[config.mk]
export PLATFORM = sky130hd
export DESIGN_NAME = sprite_anim_sequencer
export DESIGN_NICKNAME = d
export VERILOG_FILES = /design/src/rtl/sprite_anim_sequencer.sv
export SDC_FILE = /design/constraint.sdc
export NUM_CORES = 1
export LEC_CHECK = 0
export ABC_AREA = 1
export CAP_MARGIN = 20
export CORE_ASPECT_RATIO = 1.2
export CORE_UTILIZATION = 51
export DETAILED_ROUTE_END_ITERATION = 10
export GPL_ROUTABILITY_DRIVEN = 0
export PLACE_DENSITY = 0.82
export SYNTH_ARGS = -nofsm -noshare
export SYNTH_HDL_FRONTEND = slang
export SYNTH_SLANG_ARGS = --single-unit
[constraint.sdc]
create_clock -name vga_clk -period 2.5 [get_ports vga_clk]
set_clock_uncertainty 0.2 [all_clocks]
set_input_delay 0.625 -clock vga_clk [delete_from_list [all_inputs] [get_ports vga_clk]]
set_output_delay 0.625 -clock vga_clk [all_outputs]
set_load 0.01 [all_outputs]
[src/rtl/sprite_anim_sequencer.sv]
// Sprite-sheet animation sequencer: steps through frames on vsync falling
// edges with a programmable per-frame hold, and produces a registered ROM
// address plus in-sprite flag for the current beam position.
module sprite_anim_sequencer #(
  parameter int SPR_W      = 64,
  parameter int SPR_H      = 64,
  parameter int NUM_FRAMES = 8,
  parameter int ADDR_W     = 19,
  parameter int HOLD_W     = 4
) (
  input  logic                          vga_clk,
  input  logic                          reset_n,
  input  logic                          vsync,
  input  logic [9:0]                    DrawX,
  input  logic [9:0]                    DrawY,
  input  logic [9:0]                    pos_x,
  input  logic [9:0]                    pos_y,
  input  logic                          start,
  input  logic                          loop,
  input  logic [HOLD_W-1:0]             hold,
  output logic                          busy,
  output logic                          done,
  output logic [$clog2(NUM_FRAMES)-1:0] frame_idx,
  output logic [ADDR_W-1:0]             rom_address,
  output logic                          in_sprite
);

  localparam int FI_W     = $clog2(NUM_FRAMES);
  localparam int FRAME_SZ = SPR_W * SPR_H;
  localparam logic [FI_W-1:0] LAST_FRAME = FI_W'(NUM_FRAMES - 1);
  localparam logic [10:0]     SPR_W11    = 11'(SPR_W);
  localparam logic [10:0]     SPR_H11    = 11'(SPR_H);

  typedef enum logic [1:0] {
    S_IDLE,
    S_PLAY,
    S_FINISH
  } state_t;

  state_t              r_state, w_state_nxt;
  logic                r_vsync_q;
  logic                w_frame_tick;
  logic                r_loop, w_loop_nxt;
  logic [HOLD_W-1:0]   r_hold, w_hold_nxt;
  logic [HOLD_W-1:0]   r_hold_cnt, w_hold_cnt_nxt;
  logic [HOLD_W-1:0]   w_hold_eff;
  logic [FI_W-1:0]     r_frame, w_frame_nxt;

  logic [10:0]         w_dx, w_dy;
  logic                w_inside;
  logic [ADDR_W-1:0]   w_addr;
  logic [ADDR_W-1:0]   r_rom_address;
  logic                r_in_sprite;

  assign w_frame_tick = r_vsync_q & ~vsync;
  assign w_hold_eff   = (hold == '0) ? HOLD_W'(1) : hold;

  // vsync edge detector register
  always_ff @(posedge vga_clk or negedge reset_n) begin
    if (!reset_n) r_vsync_q <= 1'b1;
    else          r_vsync_q <= vsync;
  end

  // Sequencer state and playback registers
  always_ff @(posedge vga_clk or negedge reset_n) begin
    if (!reset_n) begin
      r_state    <= S_IDLE;
      r_frame    <= '0;
      r_hold_cnt <= '0;
      r_hold     <= '0;
      r_loop     <= 1'b0;
    end else begin
      r_state    <= w_state_nxt;
      r_frame    <= w_frame_nxt;
      r_hold_cnt <= w_hold_cnt_nxt;
      r_hold     <= w_hold_nxt;
      r_loop     <= w_loop_nxt;
    end
  end

  // Next-state logic; start from any state wins over a coincident tick
  always_comb begin
    w_state_nxt    = r_state;
    w_frame_nxt    = r_frame;
    w_hold_cnt_nxt = r_hold_cnt;
    w_hold_nxt     = r_hold;
    w_loop_nxt     = r_loop;
    if (start) begin
      w_loop_nxt     = loop;
      w_hold_nxt     = w_hold_eff;
      w_frame_nxt    = '0;
      w_hold_cnt_nxt = w_hold_eff - HOLD_W'(1);
      w_state_nxt    = S_PLAY;
    end else begin
      case (r_state)
        S_PLAY: begin
          if (w_frame_tick) begin
            if (r_hold_cnt != '0) begin
              w_hold_cnt_nxt = r_hold_cnt - HOLD_W'(1);
            end else begin
              w_hold_cnt_nxt = r_hold - HOLD_W'(1);
              if (r_frame != LAST_FRAME) w_frame_nxt = r_frame + FI_W'(1);
              else if (r_loop)           w_frame_nxt = '0;
              else                       w_state_nxt = S_FINISH;
            end
          end
        end
        S_FINISH: w_state_nxt = S_IDLE;
        default:  w_state_nxt = S_IDLE;
      endcase
    end
  end

  assign busy      = (r_state == S_PLAY);
  assign done      = (r_state == S_FINISH) & ~start;
  assign frame_idx = r_frame;

  // Box test uses 11-bit sums so a sprite at the screen edge cannot wrap
  always_comb begin
    w_dx     = {1'b0, DrawX} - {1'b0, pos_x};
    w_dy     = {1'b0, DrawY} - {1'b0, pos_y};
    w_inside = (DrawX >= pos_x) & ({1'b0, DrawX} < ({1'b0, pos_x} + SPR_W11)) &
               (DrawY >= pos_y) & ({1'b0, DrawY} < ({1'b0, pos_y} + SPR_H11));
    w_addr   = ADDR_W'(r_frame) * ADDR_W'(FRAME_SZ) +
               ADDR_W'(w_dy) * ADDR_W'(SPR_W) + ADDR_W'(w_dx);
  end

  // Registered ROM address and in-sprite flag, one cycle behind DrawX/DrawY
  always_ff @(posedge vga_clk or negedge reset_n) begin
    if (!reset_n) begin
      r_rom_address <= '0;
      r_in_sprite   <= 1'b0;
    end else begin
      r_rom_address <= w_inside ? w_addr : '0;
      r_in_sprite   <= w_inside;
    end
  end

  assign rom_address = r_rom_address;
  assign in_sprite   = r_in_sprite;

endmodule

==> results.json, run 1 <==
{
  "ys_types": 40,
  "synth_top_area_cell": "dfrtp_1",
  "synthesis.area_mm2": 0.003084,
  "grt_overflow": 6,
  "holdBufCountCts": 0,
  "clock_path_buffers": 2,
  "htreeDepth": 2,
  "grt_usage_pct": 64.82,
  "grt_max_degree": 35,
  "ys_seq_area_share_pct": 27.63,
  "synth_seq_cells": 34,
  "worst-ep-kind": "register data pin",
  "stop_stage": "global routing (5_1_grt)",
  "cts_made_buffers": 5,
  "synth_fp_nets": 512,
  "die_h_um": 87.19,
  "port_buffers": 72,
  "synth_area_leaders": "dfrtp_1 (27%), ha_1 (17%), nand2_1 (11%), inv_1 (9.1%), a21oi_1 (4.2%)",
  "rows": 30,
  "clock-sinks": 34,
  "start_util_pct": 53.70,
  "tool.error": "[ERROR GRT-0232] Routing congestion too high. Check the congestion heatmap in the GUI.",
  "synth-async-reset-ratio_pct": 100.0,
  "ys.flop_type": "dfrtp_1",
  "hpwl_mm": 6.332,
  "status": "stopped before the end",
  "synth_top_cell_area_share_pct": 26.77,
  "placedCellCount": 647,
  "postSynthCellCount": 419,
  "root_buffer": "clkbuf_8",
  "fp.dieW_um": 72.99,
  "yosysWarnings": 0,
  "postSynthAreaPerCell_um2": 7.361,
  "ios": 74,
  "crit_endpoint": "rom_address[16]$_DFF_PN0_/D",
  "synth_edf_count": 0
}
-- per-stage QoR --
step | hold WS [ns] | utilization (%) | TNS [ns] | setup WS, ns | instance area [um2]
4_1_cts | 0.2867 | 90.17 | -8.688 | -0.9290 | 5179
3_3_place_gp | 0.2590 | 79.26 | -19.16 | -1.563 | 4552
2_1_floorplan | 0.1294 | - | -6.728 | -0.8621 | 3144
3_5_place_dp | 0.2716 | 79.26 | -21.24 | -1.722 | 4552
-- synthesized netlist by cell type, types with 2 or more instances --
| cell type | n |
|---|---|
| nand2_1 | 89 |
| inv_1 | 75 |
| ha_1 | 41 |
| dfrtp_1 | 33 |
| nor2_1 | 33 |
| a21oi_1 | 26 |
| nand3_1 | 26 |
| o21ai_0 | 13 |
| xor2_1 | 13 |
| nor2_2 | 9 |
| xnor2_1 | 9 |
| nand4_1 | 7 |
| nor3_1 | 5 |
| o21bai_1 | 5 |
| a31oi_1 | 3 |
| fa_1 | 3 |
| nor3b_1 | 3 |
| a21o_1 | 2 |
| clkbuf_1 | 2 |
| nor4_1 | 2 |
-- logic make-up after synthesis --
kind of cell               synth area share (%)
AOI/OAI and AO/OA                         10.02
xor gates and xnor gates                  6.248
adders and majority gates                 18.58
buffers and inverters                     10.10
DFF                                       27.63
other                                    0.1216
and+or+nand+nor                           27.30
-- per-layer routing --
layer | global-route usage [%] | overflow
met2 | 91.58 | 1
met4 | 75.22 | 5
met1 | 57.60 | 0
met3 | 40.97 | 0
met5 | 4.274 | 0
-- what timing repair did --
| action | 4_1_cts |
|---|---|
| endpoints found under the setup margin | 20 |
| gates resized for setup | 109 |
| pin swaps | 42 |
| gates cloned | 1 |
| setup buffers | 25 |
==> inputs of run 2 (changes only) <==
--- a/config.mk
+++ b/config.mk
@@ -7,11 +7,10 @@
 export LEC_CHECK = 0
 export ABC_AREA = 1
 export CAP_MARGIN = 20
-export CORE_ASPECT_RATIO = 1.2
-export CORE_UTILIZATION = 51
+export CORE_UTILIZATION = 40
 export DETAILED_ROUTE_END_ITERATION = 10
 export GPL_ROUTABILITY_DRIVEN = 0
-export PLACE_DENSITY = 0.82
+export PLACE_DENSITY_LB_ADDON = 0.15
 export SYNTH_ARGS = -nofsm -noshare
 export SYNTH_HDL_FRONTEND = slang
 export SYNTH_SLANG_ARGS = --single-unit
==> results.json, run 2 <==
{
  "wl_per_cell_um": 11.78,
  "port_buffers": 72,
  "fin_cells": 699,
  "htreeDepth": 2,
  "synth_top_cell_area_share_pct": 26.77,
  "hpwl_mm": 6.040,
  "grt_usage_pct": 20.31,
  "ys.flop_type": "dfrtp_1",
  "crit_fanout": 4,
  "vias": 3292,
  "fp.dieW_um": 89.81,
  "cts_made_buffers": 5,
  "drc": 0,
  "die_h_um": 89.81,
  "antenna_left": 0,
  "final_common_cell": "buf_4",
  "finalSetupViolations": 19,
  "core_area_mm2": 0.007370,
  "path_clk_slew_ns": 0.07,
  "min_from": "r_hold[1]",
  "ys_types": 40,
  "synthesis.area_mm2": 0.003084,
  "synth_top_area_cell": "dfrtp_1",
  "wl_mm": 8.235,
  "fill_cells": 596,
  "postLayoutCellArea_mm2": 0.005219,
  "end_kind": "flop",
  "synth-simple-area-share_pct": 27.30,
  "layout_common_cells": "buf_4 (98), nand2_1 (77), inv_1 (58)",
  "multi_input_area_mm2": 0.002300,
  "cp.arrival_ns": 3.45,
  "synth_xor_area_share_pct": 6.247,
  "placed_area_mm2": 0.004578,
  "critPathRequiredTime_ns": 2.48,
  "hold-path-endpoint": "r_hold[1]",
  "max-vdd-ir-drop_mv": 0.2267,
  "nets": 692,
  "synth-async-reset-ratio_pct": 100.0,
  "largest_reg_flops": 18,
  "cp-start-kind": "input port",
  "synth_seq_cells": 34,
  "synth_fp_nets": 512,
  "antennaDiodeCount": 0,
  "rows": 31,
  "period_share_pct": 139.1,
  "grt_pass1_wl_mm": 13.79,
  "violations": "setup timing",
  "yosys.area_share.adder_pct": 18.58,
  "final_core_util_pct": 70.81,
  "leakagePower_uw": 0.002659,
  "seqCellArea_um2": 852.1,
  "yosysWarnings": 0,
  "rsz0062_at_grt": "true",
  "power_density_mw_per_mm2": 465.7,
  "postSynthAreaPerCell_um2": 7.361,
  "clock_path_buffers": 2,
  "rr_endpoint": "r_hold_cnt[2]",
  "clock-sinks": 34,
  "drt_iter0_markers": 113,
  "r2r_start": "r_hold_cnt[3]",
  "avgViaCountPerCell": 4.710,
  "ff2ff_setup_slack_ns": 0.58,
  "synth.most_common_cell": "nand2_1",
  "dieArea_mm2": 0.008066,
  "clk_latency_ns": 0.28,
  "synthTopCellsByCount": "nand2_1 (89), inv_1 (75), ha_1 (41), dfrtp_1 (33), nor2_1 (33)",
  "grt_antenna_before_repair": 0,
  "grt_overflow": 0,
  "firstDrtPassIters": 4,
  "final_hold_viol_count": 0,
  "ios": 74,
  "worstSetupPathType": "in -> reg",
  "period_needed_ns": 3.477,
  "postSynthCellCount": 419,
  "placedCellCount": 668,
  "syn_to_final_growth_pct": 69.21,
  "drive_gt1_share_pct": 35.17,
  "synth_area_leaders": "dfrtp_1 (27%), ha_1 (17%), nand2_1 (11%), inv_1 (9.1%), a21oi_1 (4.2%)",
  "hold_class": "reg -> reg",
  "start_util_pct": 41.85,
  "synth_top_family_by_area": "simple AND/OR/NAND/NOR gates",
  "setup_ws_ns": -0.9766,
  "synth_edf_count": 0,
  "reg2reg_depth": 8,
  "ys_seq_area_share_pct": 27.63,
  "root_buffer": "clkbuf_8",
  "grt_max_degree": 35,
  "hold_depth": 2,
  "status": "complete, but fails checks",
  "synth_compound_area_share_pct": 10.02,
  "drv_cap": 0,
  "drv_slew": 0,
  "grt_pass1_vias": 3238,
  "yosys-mux-area-fraction_pct": 0,
  "fmax_mhz": 287.6,
  "cts_tree": "built"
}
-- run 2: final cells by class --
type | instances | share of cell area, %
Clock buffer | 7 | 1.462
Clock inverter | 1 | 0.5754
Inverter | 76 | 5.754
Multi-Input combinational cell | 305 | 44.07
Sequential cell | 34 | 16.33
Tap cell | 99 | 2.374
Timing Repair Buffer | 177 | 29.44
-- run 2: per-layer routing --
layer / global-route usage [%] / wire (um)
met1: 24.36 / 3538
met2: 38.65 / 4367
met3: 2.707 / 252
met4: 3.552 / 76
met5: 0 / 0
-- run 2: worst max-delay path: stages --
cell and delay (ns):
buf_8 0.11, inv_12 0.04, ha_4 0.12, inv_2 0.04, fa_2 0.35, nand3_2 0.09
nand2_2 0.07, a21oi_4 0.16, nor2_1 0.05, a211o_1 0.25, xor2_1 0.15, ha_1 0.36
nand2_1 0.11, nand2_2 0.11, nand3_2 0.08, nand3_2 0.09, nand3_2 0.08, o21bai_1 0.22
nand2_1 0.09, nand2_2 0.09, nand2_2 0.06, nand2_2 0.07, nor2_1 0.03
-- run 2: repair_timing --
item / 4_1_cts / 5_1_grt
gates resized for setup: 90 / 27
hold buffers: 0 / 0
setup endpoints to repair: 20 / 19
pin swaps: 39 / 30
setup buffers: 13 / 11
cloned: 1 / 0
-- run 2: per-stage QoR --
step	hold WS [ns]	worst slack, ns	setup TNS (ns)	total power [uW]
2_1_floorplan	0.1294	-0.8621	-6.728	1201
3_3_place_gp	0.2564	-1.567	-19.61	1625
3_5_place_dp	0.2579	-1.634	-20.53	1650
4_1_cts	0.2759	-0.8707	-7.632	2275
5_1_grt	0.3030	-1.177	-11.79	2602
6_report	0.2775	-0.9766	-9.005	2430
-- run 2: how the worst max path moves through the flow --
stage | from | to | slack, ns | cells past startpoint
after floorplan | DrawX[0] | rom_address[15] | -0.86 | 22
after global placement | DrawX[0] | rom_address[16] | -1.57 | 24
after detailed placement | DrawX[0] | rom_address[15] | -1.63 | 23
after CTS | DrawX[0] | rom_address[15] | -0.87 | 23
after global routing | DrawX[2] | rom_address[16] | -1.18 | 21
final | DrawX[0] | rom_address[15] | -0.98 | 23
-- run 2: where the power goes --
group          switching (uW)  internal, uW
clock network             194           298
logic                     625           701
registers                19.4           592
total                     839          1590
-- run 2: kinds of logic (layout without fill, tap and decap cells) --
logic type               count (synthesis)  in the layout
other                                    1              1
AND/OR/NAND/NOR                        184            184
XOR/XNOR                                22             22
buffers and inverters                   80            261
adder cells (fa/ha/maj)                 44             44
AO/OA/AOI/OAI                           54             54
flip-flops                              34             34
No activity file was read; power rests on OpenSTA's default activity.
==> inputs of run 3 (changes only) <==
--- a/config.mk
+++ b/config.mk
@@ -7,7 +7,7 @@
 export LEC_CHECK = 0
 export ABC_AREA = 1
 export CAP_MARGIN = 20
-export CORE_UTILIZATION = 40
+export CORE_UTILIZATION = 25
 export DETAILED_ROUTE_END_ITERATION = 10
 export GPL_ROUTABILITY_DRIVEN = 0
 export PLACE_DENSITY_LB_ADDON = 0.15
==> results.json, run 3 (same netlist as run 2, synthesis figures left out) <==
{
  "fp.dieW_um": 113.1,
  "drv_slew": 0,
  "fmax_mhz": 294.7,
  "switching_share_pct": 31.66,
  "cp.arrival_ns": 3.36,
  "vias": 3148,
  "clock-sinks": 34,
  "finalSetupViolations": 19,
  "path_buf_inv": 4,
  "final_hold_viol_count": 0,
  "cp-start-kind": "input port",
  "antenna_left": 0,
  "holdBufCountCts": 0,
  "root_buffer": "clkbuf_16",
  "firstDrtPassIters": 4,
  "avgViaCountPerCell": 4.231,
  "grt_max_degree": 35,
  "dieArea_mm2": 0.01278,
  "path_clk_slew_ns": 0.06,
  "p_total_uw": 2774,
  "drive_gt1_share_pct": 35.34,
  "grt_pass1_vias": 3140,
  "end_kind": "flop",
  "leakagePower_uw": 0.002713,
  "port_buffers": 72,
  "core_area_mm2": 0.01201,
  "crit_fanout": 4,
  "hpwl_mm": 6.466,
  "syn_to_final_growth_pct": 75.38,
  "power.share.clock_pct": 29.0,
  "hold_class": "reg -> reg",
  "wl_mm": 8.146,
  "ios": 74,
  "power_density_mw_per_mm2": 512.8,
  "switching_power_uw": 878.1,
  "period_share_pct": 135.7,
  "grt_overflow": 0,
  "seqPwrFrac_pct": 22.1,
  "rows": 40,
  "drt_iter0_markers": 80,
  "setup_ws_ns": -0.8930,
  "critical_path.cell_chain": "buf_8 -> inv_12 -> ha_4 -> inv_2 -> fa_2 -> nand3_2 -> nand2_4 -> a21oi_4 -> nor2_2 -> a211o_1 -> xor2_1 -> ha_1 -> nand2_2 -> inv_1 -> nand4_1 -> nand3_2 -> nand3_2 -> o21bai_1 -> nand2_1 -> nand2_2 -> nand2_2 -> nand2_1 -> nor2_1",
  "critPathTopFamily": "simple AND/OR/NAND/NOR gates",
  "antennaDiodeCount": 0,
  "grt_usage_pct": 13.24,
  "critPathSlowestCell": "ha_1",
  "placed_area_mm2": 0.004646,
  "wl_per_cell_um": 10.95,
  "grt_antenna_before_repair": 0,
  "violations": "setup timing",
  "combPwrFrac_pct": 48.9,
  "clk_latency_ns": 0.28,
  "start_util_pct": 25.68,
  "p_int_uw": 1895,
  "grt_pass1_wl_mm": 13.90,
  "cts_tree": "built",
  "cts_made_buffers": 5,
  "slowest_delay_ns": 0.37,
  "drv_cap": 0,
  "worstSetupPathType": "in -> reg",
  "hold-worst-slack_ns": 0.2746,
  "die_h_um": 113.1,
  "final_common_cell": "buf_4",
  "largest_reg_flops": 18,
  "clock_path_buffers": 2,
  "status": "complete, but fails checks",
  "max-vdd-ir-drop_mv": 0.3514,
  "setup_tns_ns": -8.086,
  "layout_common_cells": "buf_4 (89), nand2_1 (75), inv_1 (60)",
  "period_needed_ns": 3.393,
  "fill_cells": 1232,
  "postLayoutCellArea_mm2": 0.005409,
  "drc": 0,
  "rsz0062_at_grt": "true",
  "nets": 689,
  "htreeDepth": 2,
  "final_core_util_pct": 45.03,
  "critPathRequiredTime_ns": 2.47
}
==> run 3: layout make-up <==
class                           instances  area, um2  share of cell area [%]
Timing Repair Buffer                  174       1551                   28.68
Clock inverter                          3      68.82                   1.272
Inverter                               76      300.3                   5.552
Sequential cell                        34      852.1                   15.75
Clock buffer                            5      125.1                   2.313
Multi-Input combinational cell        305       2327                   43.03
Tap cell                              147      183.9                   3.400
==> run 3: worst reg2reg max path, stage by stage (launching register included) <==
cell and delay [ns]:
dfrtp_1 0.40, nor2_1 0.11, nand3_1 0.21, o221ai_1 0.27, inv_1 0.08, ha_1 0.21
or2_2 0.29, nand3_1 0.07, nand2_1 0.05
==> run 3: timing repair <==
| item | 4_1_cts | 5_1_grt |
|---|---|---|
| resized for setup | 100 | 30 |
| setup endpoints to repair | 20 | 19 |
| pin swaps | 35 | 26 |
| buffers inserted | 13 | 8 |
| cloned | 1 | 0 |
==> run 3: worst paths after layout <==
check,depth (start not counted),slack [ns],endpoint,startpoint
max reg2reg,8,0.51,r_hold_cnt[2],r_hold_cnt[3]
min reg2reg,2,0.27,r_hold[1],r_hold[1]
max,23,-0.89,rom_address[15],DrawX[0]
min,2,0.27,r_hold[1],r_hold[1]
max in group asynchronous,2,1.20,r_vsync_q,reset_n
min in group asynchronous,2,0.56,rom_address[1],reset_n
==> run 3: layer usage <==
layer | vias up | global-route usage, % | share of wire, %
li1 | 1693 | - | -
met1 | 1404 | 16.95 | 47
met2 | 43 | 23.89 | 50
met3 | 8 | 1.607 | 2.4
met4 | 0 | 2.632 | 0.83
met5 | - | 0 | 0
==> run 3: metrics by stage <==
| stage | setup WS [ns] | instances |
|---|---|---|
| CTS | -0.9287 | 737 |
| floorplan | -0.8621 | 419 |
| global placement | -1.603 | 717 |
| finish | -0.8930 | 744 |
| detailed placement | -1.672 | 717 |
| global route | -1.139 | 744 |
==> run 3: power by group through the flow <==
| stage | logic, uW | registers (uW) | clock network, uW |
|---|---|---|---|
| after CTS | 1220 | 614 | 819 |
| final | 1360 | 613 | 804 |
| after floorplan | 574 | 627 | 0 |
| after global routing | 1510 | 617 | 852 |
| after detailed placement | 1050 | 624 | 0 |
| after global placement | 1040 | 623 | 0 |
